File: config.mk
export PLATFORM = sky130hd
export DESIGN_NAME = instruction_fetch_flat
export DESIGN_NICKNAME = d
export VERILOG_FILES = /design/src/rtl/instruction_fetch_if.sv /design/src/rtl/instruction_fetch.sv /design/src/flat_wrapper.sv
export SDC_FILE = /design/constraint.sdc
export NUM_CORES = 1
export LEC_CHECK = 0
export ABC_AREA = 1
export CAP_MARGIN = 5
export CORE_UTILIZATION = 42
export CTS_BUF_LIST = sky130_fd_sc_hd__clkbuf_16
export DETAILED_ROUTE_END_ITERATION = 7
export PLACE_DENSITY = 0.85
export SLEW_MARGIN = 20
export SYNTH_ARGS = -nofsm -noshare
export SYNTH_HDL_FRONTEND = slang
export SYNTH_SLANG_ARGS = --single-unit
File: constraint.sdc
create_clock -name clk -period 1.65 [get_ports clk]
set_input_delay 0.495 -clock clk [delete_from_list [all_inputs] [get_ports clk]]
set_output_delay 0.495 -clock clk [all_outputs]
set_load 0.05 [all_outputs]
File: src/rtl/instruction_fetch_if.sv
// Bus between the fetch stage and its environment: control inputs, the
// instruction memory port and the registered fetch outputs.
interface instruction_fetch_if;
  logic       stall;
  logic       branch_valid;
  logic [7:0] branch_target;
  logic [7:0] instruction_address;
  logic [7:0] instruction_data;
  logic       fetch_valid;
  logic [7:0] fetched_instruction;
  logic [7:0] fetched_pc;
  logic       addr_fault;
  logic       halted;

  modport master (
    input  stall,
    input  branch_valid,
    input  branch_target,
    input  instruction_data,
    output instruction_address,
    output fetch_valid,
    output fetched_instruction,
    output fetched_pc,
    output addr_fault,
    output halted
  );

  modport slave (
    output stall,
    output branch_valid,
    output branch_target,
    output instruction_data,
    input  instruction_address,
    input  fetch_valid,
    input  fetched_instruction,
    input  fetched_pc,
    input  addr_fault,
    input  halted
  );
endinterface

File: src/rtl/instruction_fetch.sv
// Single-stage instruction fetch with branch redirect, one-bubble flush and stall hold.
// Optional macro FETCH_HALT_EN adds a HALT state entered on fetching HALT_OPCODE.
module instruction_fetch #(
  parameter logic [7:0]  RESET_PC    = 8'h00,
  parameter int unsigned MEM_DEPTH   = 6,
  parameter logic [7:0]  HALT_OPCODE = 8'hFF
) (
  input logic                 clk,
  input logic                 rst,
  instruction_fetch_if.master bus
);

  localparam logic [7:0] LastPc = 8'(MEM_DEPTH - 1);

`ifdef FETCH_HALT_EN
  localparam bit HaltEn = 1'b1;
  typedef enum logic [1:0] {StFetch, StFlush, StHalt} state_e;
`else
  localparam bit HaltEn = 1'b0;
  typedef enum logic [1:0] {StFetch, StFlush} state_e;
`endif

  state_e     state_q;
  logic [7:0] pc_q;
  logic [7:0] fetched_instruction_q;
  logic [7:0] fetched_pc_q;
  logic       fetch_valid_q;
  logic       addr_fault_q;

  logic [7:0] pc_inc;
  logic       target_ok;
  logic       halt_hit;

  assign pc_inc    = (pc_q == LastPc) ? 8'h00 : pc_q + 8'h01;
  assign target_ok = 32'(bus.branch_target) < MEM_DEPTH;
  // Constant-false when the halt feature is not built.
  assign halt_hit  = HaltEn && (bus.instruction_data == HALT_OPCODE);

`ifdef FETCH_HALT_EN
  logic halted_q;
  assign bus.halted = halted_q;
`else
  assign bus.halted = halt_hit;
`endif

  always_ff @(posedge clk) begin
    if (rst) begin
      state_q               <= StFetch;
      pc_q                  <= RESET_PC;
      fetched_instruction_q <= 8'h00;
      fetched_pc_q          <= 8'h00;
      fetch_valid_q         <= 1'b0;
      addr_fault_q          <= 1'b0;
`ifdef FETCH_HALT_EN
      halted_q              <= 1'b0;
`endif
    end else begin
      case (state_q)
        StFetch, StFlush: begin
          if (bus.branch_valid) begin
            // Out-of-range targets are redirected to 0 so the PC stays a legal index.
            pc_q          <= target_ok ? bus.branch_target : 8'h00;
            fetch_valid_q <= 1'b0;
            state_q       <= StFlush;
            if (!target_ok) begin
              addr_fault_q <= 1'b1;
            end
          end else if (!bus.stall) begin
            fetched_instruction_q <= bus.instruction_data;
            fetched_pc_q          <= pc_q;
            fetch_valid_q         <= 1'b1;
            pc_q                  <= pc_inc;
`ifdef FETCH_HALT_EN
            state_q               <= halt_hit ? StHalt : StFetch;
            halted_q              <= halt_hit;
`else
            state_q               <= StFetch;
`endif
          end
        end
`ifdef FETCH_HALT_EN
        StHalt: begin
          fetch_valid_q <= 1'b0;
        end
`endif
        default: begin
          state_q <= StFetch;
        end
      endcase
    end
  end

  assign bus.instruction_address = pc_q;
  assign bus.fetch_valid         = fetch_valid_q;
  assign bus.fetched_instruction = fetched_instruction_q;
  assign bus.fetched_pc          = fetched_pc_q;
  assign bus.addr_fault          = addr_fault_q;

endmodule

File: src/flat_wrapper.sv
// flat-port wrapper written by rule: the top's interface ports become plain ports
module instruction_fetch_flat 
#(
  parameter logic [7:0]  RESET_PC    = 8'h00,
  parameter int unsigned MEM_DEPTH   = 6,
  parameter logic [7:0]  HALT_OPCODE = 8'hFF
)
  (clk, rst, bus_stall, bus_branch_valid, bus_branch_target, bus_instruction_data, bus_instruction_address, bus_fetch_valid, bus_fetched_instruction, bus_fetched_pc, bus_addr_fault, bus_halted);
  instruction_fetch_if bus_i ();
  input logic clk;
  input logic rst;
  input wire logic [$bits(bus_i.stall)-1:0] bus_stall;
  input wire logic [$bits(bus_i.branch_valid)-1:0] bus_branch_valid;
  input wire logic [$bits(bus_i.branch_target)-1:0] bus_branch_target;
  input wire logic [$bits(bus_i.instruction_data)-1:0] bus_instruction_data;
  output wire logic [$bits(bus_i.instruction_address)-1:0] bus_instruction_address;
  output wire logic [$bits(bus_i.fetch_valid)-1:0] bus_fetch_valid;
  output wire logic [$bits(bus_i.fetched_instruction)-1:0] bus_fetched_instruction;
  output wire logic [$bits(bus_i.fetched_pc)-1:0] bus_fetched_pc;
  output wire logic [$bits(bus_i.addr_fault)-1:0] bus_addr_fault;
  output wire logic [$bits(bus_i.halted)-1:0] bus_halted;
  assign bus_i.stall = bus_stall;
  assign bus_i.branch_valid = bus_branch_valid;
  assign bus_i.branch_target = bus_branch_target;
  assign bus_i.instruction_data = bus_instruction_data;
  assign bus_instruction_address = bus_i.instruction_address;
  assign bus_fetch_valid = bus_i.fetch_valid;
  assign bus_fetched_instruction = bus_i.fetched_instruction;
  assign bus_fetched_pc = bus_i.fetched_pc;
  assign bus_addr_fault = bus_i.addr_fault;
  assign bus_halted = bus_i.halted;
  instruction_fetch #(.RESET_PC(RESET_PC), .MEM_DEPTH(MEM_DEPTH), .HALT_OPCODE(HALT_OPCODE)) u_core (.clk(clk), .rst(rst), .bus(bus_i));
endmodule
==> impl_metrics.xml <==
<?xml version="1.0" encoding="UTF-8"?>
<metrics>
  <group name="status">
    <metric name="status" unit="">finished clean</metric>
  </group>
  <group name="critical_path">
    <metric name="crit_path_required_time" unit="ns">1.84</metric>
    <metric name="worst-path-max-fanout" unit="">7</metric>
    <metric name="worstRegToRegCells" unit="">7</metric>
    <metric name="cp_common_cell" unit="">nor2_4</metric>
    <metric name="worstReg2RegEnd" unit="">u_core.bus.instruction_address[3]</metric>
    <metric name="timing.rr.start" unit="">u_core.bus.instruction_address[1]</metric>
    <metric name="path_buf_inv" unit="">2</metric>
    <metric name="crit_family" unit="">buffers and inverters</metric>
    <metric name="timing_worst_setup_path_type" unit="">in -&gt; reg</metric>
    <metric name="slowest_delay" unit="ns">0.47</metric>
    <metric name="reg2reg_setup_slack" unit="ns">0.14</metric>
    <metric name="cpMaxStageDelayCell" unit="">clkdlybuf4s50_1</metric>
    <metric name="worstSetupStartpointType" unit="">input port</metric>
    <metric name="worstPathArrival" unit="ns">1.73</metric>
    <metric name="worstSetupEndpointType" unit="">register</metric>
    <metric name="timing.critical_path.cells" unit="">clkdlybuf4s50_1 -&gt; nor2_4 -&gt; inv_2 -&gt; nor2_4 -&gt; nand3_1 -&gt; a21oi_2</metric>
  </group>
  <group name="sta">
    <metric name="finalSetupTns" unit="ns">0</metric>
    <metric name="grt_setup_unrepaired" unit="">no</metric>
    <metric name="clock_skew" unit="ns">0.002233</metric>
    <metric name="drv_slew" unit="">0</metric>
    <metric name="finalHoldViolCount" unit="">0</metric>
    <metric name="timing.final.crit_period" unit="ns">1.531</metric>
    <metric name="fmax" unit="GHz">0.6531</metric>
    <metric name="setup-violations-final" unit="">0</metric>
    <metric name="final_min_period_over_clock_period" unit="%">92.80</metric>
  </group>
  <group name="hold_path">
    <metric name="hold_end" unit="">u_core.bus.fetch_valid</metric>
    <metric name="timing.hold.worst.start" unit="">u_core.bus.fetch_valid</metric>
    <metric name="hold-path-cell-count" unit="">2</metric>
    <metric name="hold_path_class" unit="">reg -&gt; reg</metric>
  </group>
  <group name="synth">
    <metric name="async_flop_share" unit="%">0</metric>
    <metric name="synth_top_family_by_area" unit="">simple AND/OR/NAND/NOR gates</metric>
    <metric name="ys_dominant_reg_cell" unit="">dfxtp_1</metric>
    <metric name="synthSimpleGateAreaFrac" unit="%">27.35</metric>
    <metric name="fraction_of_synthesized_area_in_multiplexers" unit="%">0</metric>
    <metric name="synth.distinct_cells" unit="">21</metric>
    <metric name="number_of_flops_mapped_to_enable_cells_by_yosys" unit="">0</metric>
    <metric name="sequential_to_total_area_share_from_yosys_stat" unit="%">44.97</metric>
    <metric name="yosysMostFrequentCell" unit="">nor2_1</metric>
    <metric name="synthAdderAreaFrac" unit="%">2.162</metric>
    <metric name="post_synth_main_area_contributors" unit="">dfxtp_1 (45%), nor2_1 (10%), nand2_1 (8.8%)</metric>
    <metric name="synth.ff_latch_count" unit="">26</metric>
    <metric name="synthDominantCellAreaShare" unit="%">44.97</metric>
    <metric name="post_synth_xor_area_fraction" unit="%">0.7568</metric>
    <metric name="netlist_instances" unit="">162</metric>
    <metric name="yosysWarnings" unit="">0</metric>
    <metric name="synth_compound_gate_area_share" unit="%">15.46</metric>
    <metric name="ys_top_cells_by_count" unit="">nor2_1 (31), nand2_1 (27), dfxtp_1 (26)</metric>
    <metric name="net_count_synth" unit="">184</metric>
    <metric name="synth_area_per_cell" unit="um2">7.144</metric>
    <metric name="yosysTopAreaCell" unit="">dfxtp_1</metric>
    <metric name="synth_area" unit="um2">1157</metric>
  </group>
  <group name="cells_and_area">
    <metric name="drive_above_1_share" unit="%">20.85</metric>
    <metric name="final_area" unit="um2">2024</metric>
    <metric name="insertedDiodeCount" unit="">0</metric>
    <metric name="area.growth.synth_to_final" unit="%">74.92</metric>
    <metric name="finalNetCount" unit="">234</metric>
    <metric name="final_cells" unit="">241</metric>
  </group>
  <group name="drt">
    <metric name="drc" unit="">0</metric>
    <metric name="vias_per_cell" unit="">5.465</metric>
    <metric name="average_wire_per_standard_cell" unit="um">13.57</metric>
    <metric name="ant_nets" unit="">0</metric>
    <metric name="via_count" unit="">1317</metric>
    <metric name="drt_pre_antenna_iters" unit="">4</metric>
    <metric name="detail_route.iter0.violations" unit="">48</metric>
    <metric name="drt-total-wl" unit="um">3270</metric>
  </group>
  <group name="clocking">
    <metric name="cts_max_path_buffers" unit="">2</metric>
    <metric name="worst_skew_pair.late_latency" unit="ns">0.26</metric>
    <metric name="number_of_h_tree_levels" unit="">1</metric>
    <metric name="cts_hold_buffers" unit="">0</metric>
    <metric name="clkTransAtPathRegs" unit="ns">0.07</metric>
    <metric name="numClockSinks" unit="">26</metric>
    <metric name="cts_made_buffers" unit="">3</metric>
    <metric name="cts_tree" unit="">done</metric>
    <metric name="quantity_of_gates_resized_following_cts" unit="">0</metric>
    <metric name="cts.root.buffer_cell" unit="">clkbuf_16</metric>
    <metric name="post_cts.repair.setup_buffers" unit="">0</metric>
  </group>
  <group name="global_routing">
    <metric name="grt_antenna_before_repair" unit="">0</metric>
    <metric name="grt_max_degree" unit="">17</metric>
    <metric name="via_count_of_the_first_global_routing_pass" unit="">1193</metric>
    <metric name="globalRoute.totalOverflow" unit="">0</metric>
    <metric name="grt_pass1_wl" unit="um">5106</metric>
    <metric name="track_usage" unit="%">24.12</metric>
  </group>
  <group name="placed_design">
    <metric name="placed_cells_incl_taps" unit="">237</metric>
    <metric name="routabilityCongestion" unit="">0.8110</metric>
    <metric name="dp_hpwl" unit="um">2249</metric>
    <metric name="io_buffers" unit="">45</metric>
    <metric name="place_area" unit="um2">1914</metric>
  </group>
  <group name="run">
    <metric name="maxCapViolCount" unit="">0</metric>
  </group>
  <group name="power">
    <metric name="cellPowerDensity" unit="nW/um2">869.7</metric>
    <metric name="max-vdd-ir-drop" unit="mV">0.6835</metric>
    <metric name="p_leak" unit="uW">0.0008634</metric>
  </group>
  <group name="floorplan">
    <metric name="boundaryPins" unit="">47</metric>
    <metric name="floorplan.core_area" unit="um2">2545</metric>
    <metric name="area_of_the_die" unit="um2">2970</metric>
    <metric name="row_count" unit="">18</metric>
    <metric name="dieHeight" unit="um">54.50</metric>
    <metric name="die-width" unit="um">54.50</metric>
    <metric name="start_util" unit="%">45.48</metric>
  </group>
</metrics>
## cells by family after synthesis
| logic type | after synthesis |
|---|---|
| flops | 26 |
| buf+inv | 24 |
| xor+xnor | 1 |
| compound gates | 35 |
| simple gates | 73 |
| fa+ha+maj | 2 |
| other cells | 1 |
## how the worst max path moves through the flow
stage	slack, ns	cells past startpoint	end	startpoint
after floorplan	0.03	7	u_core.bus.instruction_address[6]	u_core.bus.instruction_address[0]
after global placement	-0.03	8	u_core.bus.instruction_address[0]	bus_branch_valid
after detailed placement	-0.10	8	u_core.bus.instruction_address[0]	bus_branch_valid
after CTS	0.09	6	u_core.bus.instruction_address[3]	bus_branch_valid
after global routing	0.04	6	u_core.bus.instruction_address[3]	bus_branch_valid
final	0.12	6	u_core.bus.instruction_address[3]	bus_branch_valid
## registers in the layout, indices dropped and copies added (netlist names)
| register | cells |
|---|---|
| u_core.bus.fetched_instruction | 8 |
| u_core.bus.fetch_valid | 1 |
| u_core.bus.fetched_pc | 8 |
| u_core.bus.addr_fault | 1 |
| u_core.bus.instruction_address | 8 |
## layout make-up
cell class                 count  area (um2)
timing repair buffer          51       755.7
multi-input combinational    112       536.8
sequential                    26       521.8
fill                         156       520.5
clock buffer                   3       75.07
inverter                      18       67.56
tap                           30       37.54
clock inverter                 1       30.03
## worst min-delay path: cells and delay by family, from the launching register on
kind,cells,cell delay (ns)
DFF,1,0.35
AOI/OAI and AO/OA,1,0.05
and+or+nand+nor,1,0.08
## cells in the final DEF, fill, tap and decap left out, drive strengths merged
master         count
dfxtp             26
a21oi             17
ha                 2
inv               18
nor3               1
nand2             27
nor2              34
xor2               1
bufinv             1
buf               32
conb               1
o21ai             18
nand3             11
clkbuf             3
clkdlybuf4s50     19
## metrics by stage
stage	power [uW]	utilization [%]	hold slack (ns)	setup slack, ns
3_3_place_gp	1052	75.22	0.5076	-0.03409
5_1_grt	1805	79.55	0.5485	0.04154
4_1_cts	1762	79.35	0.5278	0.08672
3_5_place_dp	1061	75.22	0.5091	-0.1040
2_1_floorplan	858.7	-	0.6299	0.02520
6_report	1761	79.55	0.5265	0.1188
## layer usage
| metal | global-route usage, % | share of wire [%] | vias up |
|---|---|---|---|
| met3 | 4.444 | 6.9 | 14 |
| met5 | 0 | 0 | - |
| li1 | - | - | 612 |
| met1 | 27.75 | 39 | 614 |
| met2 | 40.04 | 51 | 77 |
| met4 | 16.67 | 3.1 | 0 |
## report_power, final
part	total [uW]	leakage, uW	switching, uW	internal, uW
logic	362	0.000599	185	176
clock network	712	0.0000511	229	483
registers	687	0.000214	30.4	657
No activity file was read; power rests on OpenSTA's default activity.
